[config.mk]
export PLATFORM = sky130hd
export DESIGN_NAME = multicycle_control_flat
export DESIGN_NICKNAME = d
export VERILOG_FILES = /design/src/rtl/mips_ctrl_pkg.sv /design/src/rtl/multicycle_control_if.sv /design/src/rtl/mc_next_state.sv /design/src/rtl/multicycle_control.sv /design/src/flat_wrapper.sv
export SDC_FILE = /design/constraint.sdc
export NUM_CORES = 1
export LEC_CHECK = 0
export BUFFER_PORTS_ARGS = -buffer_cell sky130_fd_sc_hd__buf_2
export CORE_MARGIN = 5
export CORE_UTILIZATION = 30
export DETAILED_ROUTE_END_ITERATION = 6
export GPL_TIMING_DRIVEN = 0
export HOLD_SLACK_MARGIN = 0.08
export PLACE_DENSITY_LB_ADDON = 0.25
export SLEW_MARGIN = 20
export SYNTH_ARGS = -nofsm -noshare
export SYNTH_HDL_FRONTEND = slang
export SYNTH_HIERARCHICAL = 1
export SYNTH_SLANG_ARGS = --single-unit
[constraint.sdc]
create_clock -name clk -period 1.7 [get_ports clk]
set_clock_uncertainty 0.1 [all_clocks]
set_input_delay 0.085 -clock clk [delete_from_list [all_inputs] [get_ports clk]]
set_output_delay 0.085 -clock clk [all_outputs]
set_load 0.01 [all_outputs]
[src/rtl/mips_ctrl_pkg.sv]
// mips_ctrl_pkg: shared state, opcode, ALUOp and mux-select encodings for the multicycle MIPS control and datapath.
package mips_ctrl_pkg;
  typedef enum logic [3:0] {
    S_FETCH    = 4'd0,
    S_DECODE   = 4'd1,
    S_MEM_ADDR = 4'd2,
    S_MEM_RD   = 4'd3,
    S_MEM_WB   = 4'd4,
    S_MEM_WR   = 4'd5,
    S_EXEC     = 4'd6,
    S_R_DONE   = 4'd7,
    S_BR_DONE  = 4'd8,
    S_JMP_DONE = 4'd9
  } state_t;
  localparam logic [5:0] OP_RTYPE = 6'h00;
  localparam logic [5:0] OP_LW    = 6'h23;
  localparam logic [5:0] OP_SW    = 6'h2B;
  localparam logic [5:0] OP_BEQ   = 6'h04;
  localparam logic [5:0] OP_J     = 6'h02;
  localparam logic [1:0] ALUOP_ADD   = 2'b00;
  localparam logic [1:0] ALUOP_SUB   = 2'b01;
  localparam logic [1:0] ALUOP_FUNCT = 2'b10;
  localparam logic [1:0] PCSRC_ALU    = 2'b00;
  localparam logic [1:0] PCSRC_ALUOUT = 2'b01;
  localparam logic [1:0] PCSRC_JUMP   = 2'b10;
  localparam logic [1:0] SRCB_B       = 2'b00;
  localparam logic [1:0] SRCB_FOUR    = 2'b01;
  localparam logic [1:0] SRCB_IMM     = 2'b10;
  localparam logic [1:0] SRCB_IMM_SH2 = 2'b11;
  function automatic logic op_legal(input logic [5:0] op);
    return op == OP_RTYPE || op == OP_LW || op == OP_SW || op == OP_BEQ || op == OP_J;
  endfunction
endpackage

[src/rtl/multicycle_control_if.sv]
// multicycle_control_if: opcode in, datapath control strobes out; master is the controller, slave the datapath.
interface multicycle_control_if;
  logic [5:0] op;
  logic       pc_write, pc_write_cond, i_or_d, mem_read, mem_write, mem_to_reg, ir_write;
  logic [1:0] pc_source, alu_op, alu_src_b;
  logic       alu_src_a, reg_write, reg_dst, illegal_op;
  logic [3:0] state_o;
  modport master (
    input  op,
    output pc_write, pc_write_cond, i_or_d, mem_read, mem_write, mem_to_reg, ir_write,
           pc_source, alu_op, alu_src_a, alu_src_b, reg_write, reg_dst, illegal_op, state_o
  );
  modport slave (
    output op,
    input  pc_write, pc_write_cond, i_or_d, mem_read, mem_write, mem_to_reg, ir_write,
           pc_source, alu_op, alu_src_a, alu_src_b, reg_write, reg_dst, illegal_op, state_o
  );
endinterface

[src/rtl/mc_next_state.sv]
// mc_next_state: combinational next-state function of the multicycle control FSM.
module mc_next_state
  import mips_ctrl_pkg::*;
(
  input  state_t     state_i,
  input  logic [5:0] op_i,
  output state_t     state_d_o
);
  always_comb begin
    state_d_o = S_FETCH;
    case (state_i)
      S_FETCH:    state_d_o = S_DECODE;
      S_DECODE:   state_d_o = (op_i == OP_LW || op_i == OP_SW) ? S_MEM_ADDR :
                              op_i == OP_RTYPE ? S_EXEC :
                              op_i == OP_BEQ   ? S_BR_DONE :
                              op_i == OP_J     ? S_JMP_DONE : S_FETCH;
      S_MEM_ADDR: state_d_o = op_i == OP_SW ? S_MEM_WR : S_MEM_RD;
      S_MEM_RD:   state_d_o = S_MEM_WB;
      S_EXEC:     state_d_o = S_R_DONE;
      default:    state_d_o = S_FETCH;
    endcase
  end
endmodule

[src/rtl/multicycle_control.sv]
// multicycle_control: Moore main control for the multicycle MIPS datapath; outputs decode from state and are held at 0 during reset.
module multicycle_control
  import mips_ctrl_pkg::*;
(
  input logic                  clk,
  input logic                  reset,
  multicycle_control_if.master bus
);
  state_t state_q, state_d;
  mc_next_state u_next (.state_i(state_q), .op_i(bus.op), .state_d_o(state_d));
  always_ff @(posedge clk) state_q <= reset ? S_FETCH : state_d;
  always_comb begin
    bus.pc_write      = 1'b0;
    bus.pc_write_cond = 1'b0;
    bus.i_or_d        = 1'b0;
    bus.mem_read      = 1'b0;
    bus.mem_write     = 1'b0;
    bus.mem_to_reg    = 1'b0;
    bus.ir_write      = 1'b0;
    bus.pc_source     = PCSRC_ALU;
    bus.alu_op        = ALUOP_ADD;
    bus.alu_src_a     = 1'b0;
    bus.alu_src_b     = SRCB_B;
    bus.reg_write     = 1'b0;
    bus.reg_dst       = 1'b0;
    bus.illegal_op    = 1'b0;
    bus.state_o       = (reset || state_q > S_JMP_DONE) ? 4'd0 : state_q;
    if (!reset) begin
      case (state_q)
        S_FETCH: begin
          bus.mem_read  = 1'b1;
          bus.ir_write  = 1'b1;
          bus.alu_src_b = SRCB_FOUR;
          bus.pc_write  = 1'b1;
        end
        // branch target precomputed here so BR_DONE only has to compare
        S_DECODE: begin
          bus.alu_src_b  = SRCB_IMM_SH2;
          bus.illegal_op = !op_legal(bus.op);
        end
        S_MEM_ADDR: begin
          bus.alu_src_a = 1'b1;
          bus.alu_src_b = SRCB_IMM;
        end
        S_MEM_RD: begin
          bus.mem_read = 1'b1;
          bus.i_or_d   = 1'b1;
        end
        S_MEM_WB: begin
          bus.reg_write  = 1'b1;
          bus.mem_to_reg = 1'b1;
        end
        S_MEM_WR: begin
          bus.mem_write = 1'b1;
          bus.i_or_d    = 1'b1;
        end
        S_EXEC: begin
          bus.alu_src_a = 1'b1;
          bus.alu_op    = ALUOP_FUNCT;
        end
        S_R_DONE: begin
          bus.reg_write = 1'b1;
          bus.reg_dst   = 1'b1;
        end
        S_BR_DONE: begin
          bus.alu_src_a     = 1'b1;
          bus.alu_op        = ALUOP_SUB;
          bus.pc_write_cond = 1'b1;
          bus.pc_source     = PCSRC_ALUOUT;
        end
        S_JMP_DONE: begin
          bus.pc_write  = 1'b1;
          bus.pc_source = PCSRC_JUMP;
        end
        default: ;
      endcase
    end
  end
endmodule
[src/flat_wrapper.sv]
// flat-port wrapper written by rule: the top's interface ports become plain ports
module multicycle_control_flat import mips_ctrl_pkg::*;
  (clk, reset, bus_op, bus_pc_write, bus_pc_write_cond, bus_i_or_d, bus_mem_read, bus_mem_write, bus_mem_to_reg, bus_ir_write, bus_pc_source, bus_alu_op, bus_alu_src_a, bus_alu_src_b, bus_reg_write, bus_reg_dst, bus_illegal_op, bus_state_o);
  multicycle_control_if bus_i ();
  input logic clk;
  input logic reset;
  input wire logic [$bits(bus_i.op)-1:0] bus_op;
  output wire logic [$bits(bus_i.pc_write)-1:0] bus_pc_write;
  output wire logic [$bits(bus_i.pc_write_cond)-1:0] bus_pc_write_cond;
  output wire logic [$bits(bus_i.i_or_d)-1:0] bus_i_or_d;
  output wire logic [$bits(bus_i.mem_read)-1:0] bus_mem_read;
  output wire logic [$bits(bus_i.mem_write)-1:0] bus_mem_write;
  output wire logic [$bits(bus_i.mem_to_reg)-1:0] bus_mem_to_reg;
  output wire logic [$bits(bus_i.ir_write)-1:0] bus_ir_write;
  output wire logic [$bits(bus_i.pc_source)-1:0] bus_pc_source;
  output wire logic [$bits(bus_i.alu_op)-1:0] bus_alu_op;
  output wire logic [$bits(bus_i.alu_src_a)-1:0] bus_alu_src_a;
  output wire logic [$bits(bus_i.alu_src_b)-1:0] bus_alu_src_b;
  output wire logic [$bits(bus_i.reg_write)-1:0] bus_reg_write;
  output wire logic [$bits(bus_i.reg_dst)-1:0] bus_reg_dst;
  output wire logic [$bits(bus_i.illegal_op)-1:0] bus_illegal_op;
  output wire logic [$bits(bus_i.state_o)-1:0] bus_state_o;
  assign bus_i.op = bus_op;
  assign bus_pc_write = bus_i.pc_write;
  assign bus_pc_write_cond = bus_i.pc_write_cond;
  assign bus_i_or_d = bus_i.i_or_d;
  assign bus_mem_read = bus_i.mem_read;
  assign bus_mem_write = bus_i.mem_write;
  assign bus_mem_to_reg = bus_i.mem_to_reg;
  assign bus_ir_write = bus_i.ir_write;
  assign bus_pc_source = bus_i.pc_source;
  assign bus_alu_op = bus_i.alu_op;
  assign bus_alu_src_a = bus_i.alu_src_a;
  assign bus_alu_src_b = bus_i.alu_src_b;
  assign bus_reg_write = bus_i.reg_write;
  assign bus_reg_dst = bus_i.reg_dst;
  assign bus_illegal_op = bus_i.illegal_op;
  assign bus_state_o = bus_i.state_o;
  multicycle_control u_core (.clk(clk), .reset(reset), .bus(bus_i));
endmodule
==> flow_metrics.py <==
metrics = {
    "critical_path": {
        "rr_startpoint": "u_core/state_q[2]",
        "worstSetupStartpointType": "flip-flop",
        "cp_data_required_time_ns": 1.51,
        "timing.critical_path.to": "bus_illegal_op",
        "arrival_ns": 1.40,
        "critical_setup_path_kind": "reg2out",
        "critical_path.endpoint_type": "primary output",
        "worst_r2r_endpoint": "u_core/state_q[0]",
        "timing.reg2reg.worst_path_depth": 5,
        "critical_path.max_stage_delay_ns": 0.40,
        "crit_path_top_delay_cell": "sky130_fd_sc_hd__or3_4",
        "reg2reg_slack_ns": 0.30,
        "crit_chain": "or3_4 > nor4_2 > buf_2",
        "critPathLaunch": "u_core/state_q[2]",
        "worst-path-max-fanout": 7,
    },
    "power_and_ir_drop": {
        "p_sw_share_pct": 29.73,
        "leakage_nw": 0.3947,
        "ir_worst_vdd_uv": 392.4,
        "power-per-cell-area_nw_per_um2": 395.5,
        "power_frac_clock_pct": 36.7,
        "share_comb_of_total_power_pct": 30.2,
        "power.internal_w": 0.0002121,
        "sequentialPowerShare_pct": 33.0,
        "power_switching_w": 0.00008973,
    },
    "cells_and_area": {
        "layout_top_registers": "u_core/state_q: 4 flops",
        "register_with_the_most_flip_flops": "u_core/state_q",
        "antenna_cells": 0,
        "area_growth_pct": 42.52,
        "stdcell_count": 131,
        "final_layout_size_suffix_gt1_share_pct": 46.23,
        "largest_register_ff_count": 4,
        "final_nets": 116,
    },
    "timing": {
        "finalMaxSlewViolations": 0,
        "hold_viol_final": 0,
        "rsz_0062_raised_after_global_routing": "no",
        "worst_slew_pin_slew_ns": 0.3450,
        "fin_crit_ns": 1.585,
        "timing.max_slew.rel_slack_pct": 76.79,
        "finalSetupViolations": 0,
        "fin_tns_setup_ns": 0,
        "finalCritPeriodShare_pct": 93.23,
        "clock.fmax_ghz": 0.6309,
    },
    "detailed_routing": {
        "drc_errors_left": 0,
        "detail-route-antenna-nets": 0,
        "detailroute.via_count": 643,
        "totalWireLength_um": 1490,
        "vias_per_cell": 4.908,
        "dr.pass1.iters": 4,
        "post_drt_wl_per_cell_um": 11.37,
        "drt-initial-drc-count": 9,
    },
    "die": {
        "core.rowCount": 15,
        "die_width_um": 52.25,
        "floorplan.die_area_um2": 2730,
        "coreArea_um2": 1708,
        "initial_core_utilization_pct": 31.36,
        "io-pin-count": 29,
        "die_height_um": 52.25,
    },
    "place": {
        "dp.final_hpwl_um": 1077,
        "globalplace.congestion": 0.7175,
        "dp.cells": 126,
        "numPortBuffers": 27,
    },
    "global_route": {
        "global_route.usage.met3_pct": 2.564,
        "groute.layer.met2.usage_pct": 18.20,
        "global_route.usage.total_pct": 11.42,
        "grt_pass1_wl_um": 2449,
        "grt_pass1_vias": 572,
        "gr-max-usage-layer": "met2",
        "pin_count_of_the_biggest_net_entering_global_routing": 15,
        "antenna_found_initial": 0,
        "grtUsageMet1_pct": 15.07,
        "grt_overflow": 0,
    },
    "synth": {
        "register_bit_total_from_synthesis": 4,
        "synth-seq-area-share_pct": 14.95,
        "yosys.cell_types.count": 35,
        "post_synthesis_area_per_instance_um2": 7.237,
        "asyncSetResetFlopFracSynth_pct": 0,
        "syn_nets": 82,
        "synthFlopType": "sky130_fd_sc_hd__dfxtp_1",
        "synth-edff-count": 0,
        "yosysWarningCount": 6,
        "synth_area_um2": 535.5,
        "netlist_instances": 74,
    },
    "run_status": {
        "run_status": "complete, no violations",
    },
    "clock_tree": {
        "cts_made_buffers": 3,
        "tritoncts": "built",
        "clock_tree.htree_level_count": 1,
        "clk_pin_slew_worst_paths_ns": 0.04,
        "ctsLongestPathBuffers": 2,
        "clockRootBuffer": "sky130_fd_sc_hd__clkbuf_4",
        "cts.sink_count": 4,
        "clk_latency_ns": 0.23,
    },
    "min_path": {
        "hp-class": "in2reg",
        "holdPathStages": 2,
    },
    "job": {
        "drv.max_cap_violation_count": 0,
    },
}
cells in the final DEF (no fill, tap or decap):
cell,n
sky130_fd_sc_hd__a41o_1,1
sky130_fd_sc_hd__xor2_1,3
sky130_fd_sc_hd__o41ai_1,1
sky130_fd_sc_hd__dfxtp_4,2
sky130_fd_sc_hd__or3_4,1
sky130_fd_sc_hd__nor4_1,4
sky130_fd_sc_hd__o21ai_0,3
sky130_fd_sc_hd__nand4b_1,2
sky130_fd_sc_hd__nand2_1,3
sky130_fd_sc_hd__and2b_1,1
sky130_fd_sc_hd__and3b_1,1
sky130_fd_sc_hd__nand4_1,1
sky130_fd_sc_hd__nor2b_1,5
sky130_fd_sc_hd__nor3_2,1
sky130_fd_sc_hd__a21oi_1,3
sky130_fd_sc_hd__nor4_4,1
sky130_fd_sc_hd__and3_2,1
sky130_fd_sc_hd__and3_1,2
sky130_fd_sc_hd__nand3_2,1
sky130_fd_sc_hd__a2111oi_2,1
sky130_fd_sc_hd__buf_2,28
sky130_fd_sc_hd__inv_2,1
sky130_fd_sc_hd__buf_4,6
sky130_fd_sc_hd__dlygate4sd3_1,1
sky130_fd_sc_hd__nor3_1,4
sky130_fd_sc_hd__mux2i_1,1
sky130_fd_sc_hd__o311a_1,1
sky130_fd_sc_hd__inv_1,2
sky130_fd_sc_hd__nor2_1,11
sky130_fd_sc_hd__nor3b_1,1
sky130_fd_sc_hd__nor4_2,1
sky130_fd_sc_hd__and2_1,1
sky130_fd_sc_hd__nand2b_1,2
sky130_fd_sc_hd__nand3b_1,1
sky130_fd_sc_hd__dfxtp_2,2
sky130_fd_sc_hd__clkbuf_4,3
sky130_fd_sc_hd__or4_1,1
sky130_fd_sc_hd__o211ai_1,1
synthesized netlist by cell type (2+ instances only):
| cell type | instances | area share (%) |
|---|---|---|
| sky130_fd_sc_hd__nand2b_1 | 2 | 2.3 |
| sky130_fd_sc_hd__nor3_1 | 5 | 4.7 |
| sky130_fd_sc_hd__xor2_1 | 3 | 4.9 |
| sky130_fd_sc_hd__a21oi_1 | 3 | 2.8 |
| sky130_fd_sc_hd__nor4_1 | 4 | 4.7 |
| sky130_fd_sc_hd__o21ai_0 | 3 | 2.8 |
| sky130_fd_sc_hd__nor2b_1 | 5 | 5.8 |
| sky130_fd_sc_hd__inv_1 | 2 | 1.4 |
| sky130_fd_sc_hd__nor2_1 | 11 | 7.7 |
| sky130_fd_sc_hd__buf_2 | 2 | 1.9 |
| sky130_fd_sc_hd__and3_1 | 2 | 2.3 |
| sky130_fd_sc_hd__buf_4 | 3 | 4.2 |
| sky130_fd_sc_hd__nand4b_1 | 2 | 3.3 |
| sky130_fd_sc_hd__nand2_1 | 3 | 2.1 |
| sky130_fd_sc_hd__dfxtp_1 | 4 | 15 |
layout make-up:
type | instances | area (um^2)
inverter | 3 | 11.26
timing repair buffer | 30 | 160.2
buffer | 5 | 35.03
multi-input combinational | 61 | 412.9
tap | 25 | 31.28
clock buffer | 3 | 22.52
fill | 181 | 944.7
sequential | 4 | 90.09
timing repair:
item | 4_1_cts | 5_1_grt
setup endpoints to repair | 5 | 6
pin swaps | 0 | 1
gates resized for setup | 4 | 4
hold buffers | 1 | 0
endpoints found under the hold margin | 3 | 0
setup buffers | 0 | 2
stage by stage:
stage	setup slack, ns	instance area [um^2]	util, %	hold slack, ns	total power, W
after floorplan	0.2354	535.5	-	0.1710	0.0001536
after global placement	0.1697	701.9	41.10	0.2387	0.0001898
after detailed placement	0.1714	701.9	41.10	0.2393	0.0001908
after CTS	0.02107	740.7	43.37	0.1181	0.0003099
after global routing	0.03977	763.2	44.69	0.1169	0.0003322
final	0.1150	763.2	44.69	0.1150	0.0003019
metal layers:
layer  vias up  part of all wire, %
met5         -                    0
met2        16                   47
met1       289                   47
met3         0                  6.6
li1        338                    -
met4         0                    0
kinds of logic (layout without fill, tap and decap cells):
logic type | Yosys count | after routing | share of synthesized area [%]
flip-flops | 4 | 4 | 14.95
AND/OR/NAND/NOR | 46 | 46 | 54.21
buffers and inverters | 9 | 41 | 8.877
XOR/XNOR | 3 | 3 | 4.907
AO/OA/AOI/OAI | 11 | 11 | 15.19
multiplexers | 1 | 1 | 1.869
how the worst min path moves through the flow:
stage                                    to       from  slack [ns]
after floorplan           u_core/state_q[3]  bus_op[4]        0.17
after global placement    u_core/state_q[0]      reset        0.24
after detailed placement  u_core/state_q[3]      reset        0.24
after CTS                 u_core/state_q[1]      reset        0.12
after global routing      u_core/state_q[1]      reset        0.12
final                     u_core/state_q[1]      reset        0.11
power by group through the flow:
stage / clock network (W) / logic [W] / registers, W
2_1_floorplan: 0 / 0.0000515 / 0.000102
5_1_grt: 0.000131 / 0.000101 / 0.000100
3_5_place_dp: 0 / 0.0000874 / 0.000103
4_1_cts: 0.000117 / 0.0000904 / 0.000102
6_report: 0.000111 / 0.0000912 / 0.0000998
3_3_place_gp: 0 / 0.0000865 / 0.000103
critical path, delay by kind of cell, from the launching register on:
family,cells,cell delay (ns)
simple gates,2,0.66
flops,1,0.35
buf+inv,1,0.16
Power figures use the tool's default switching activity.
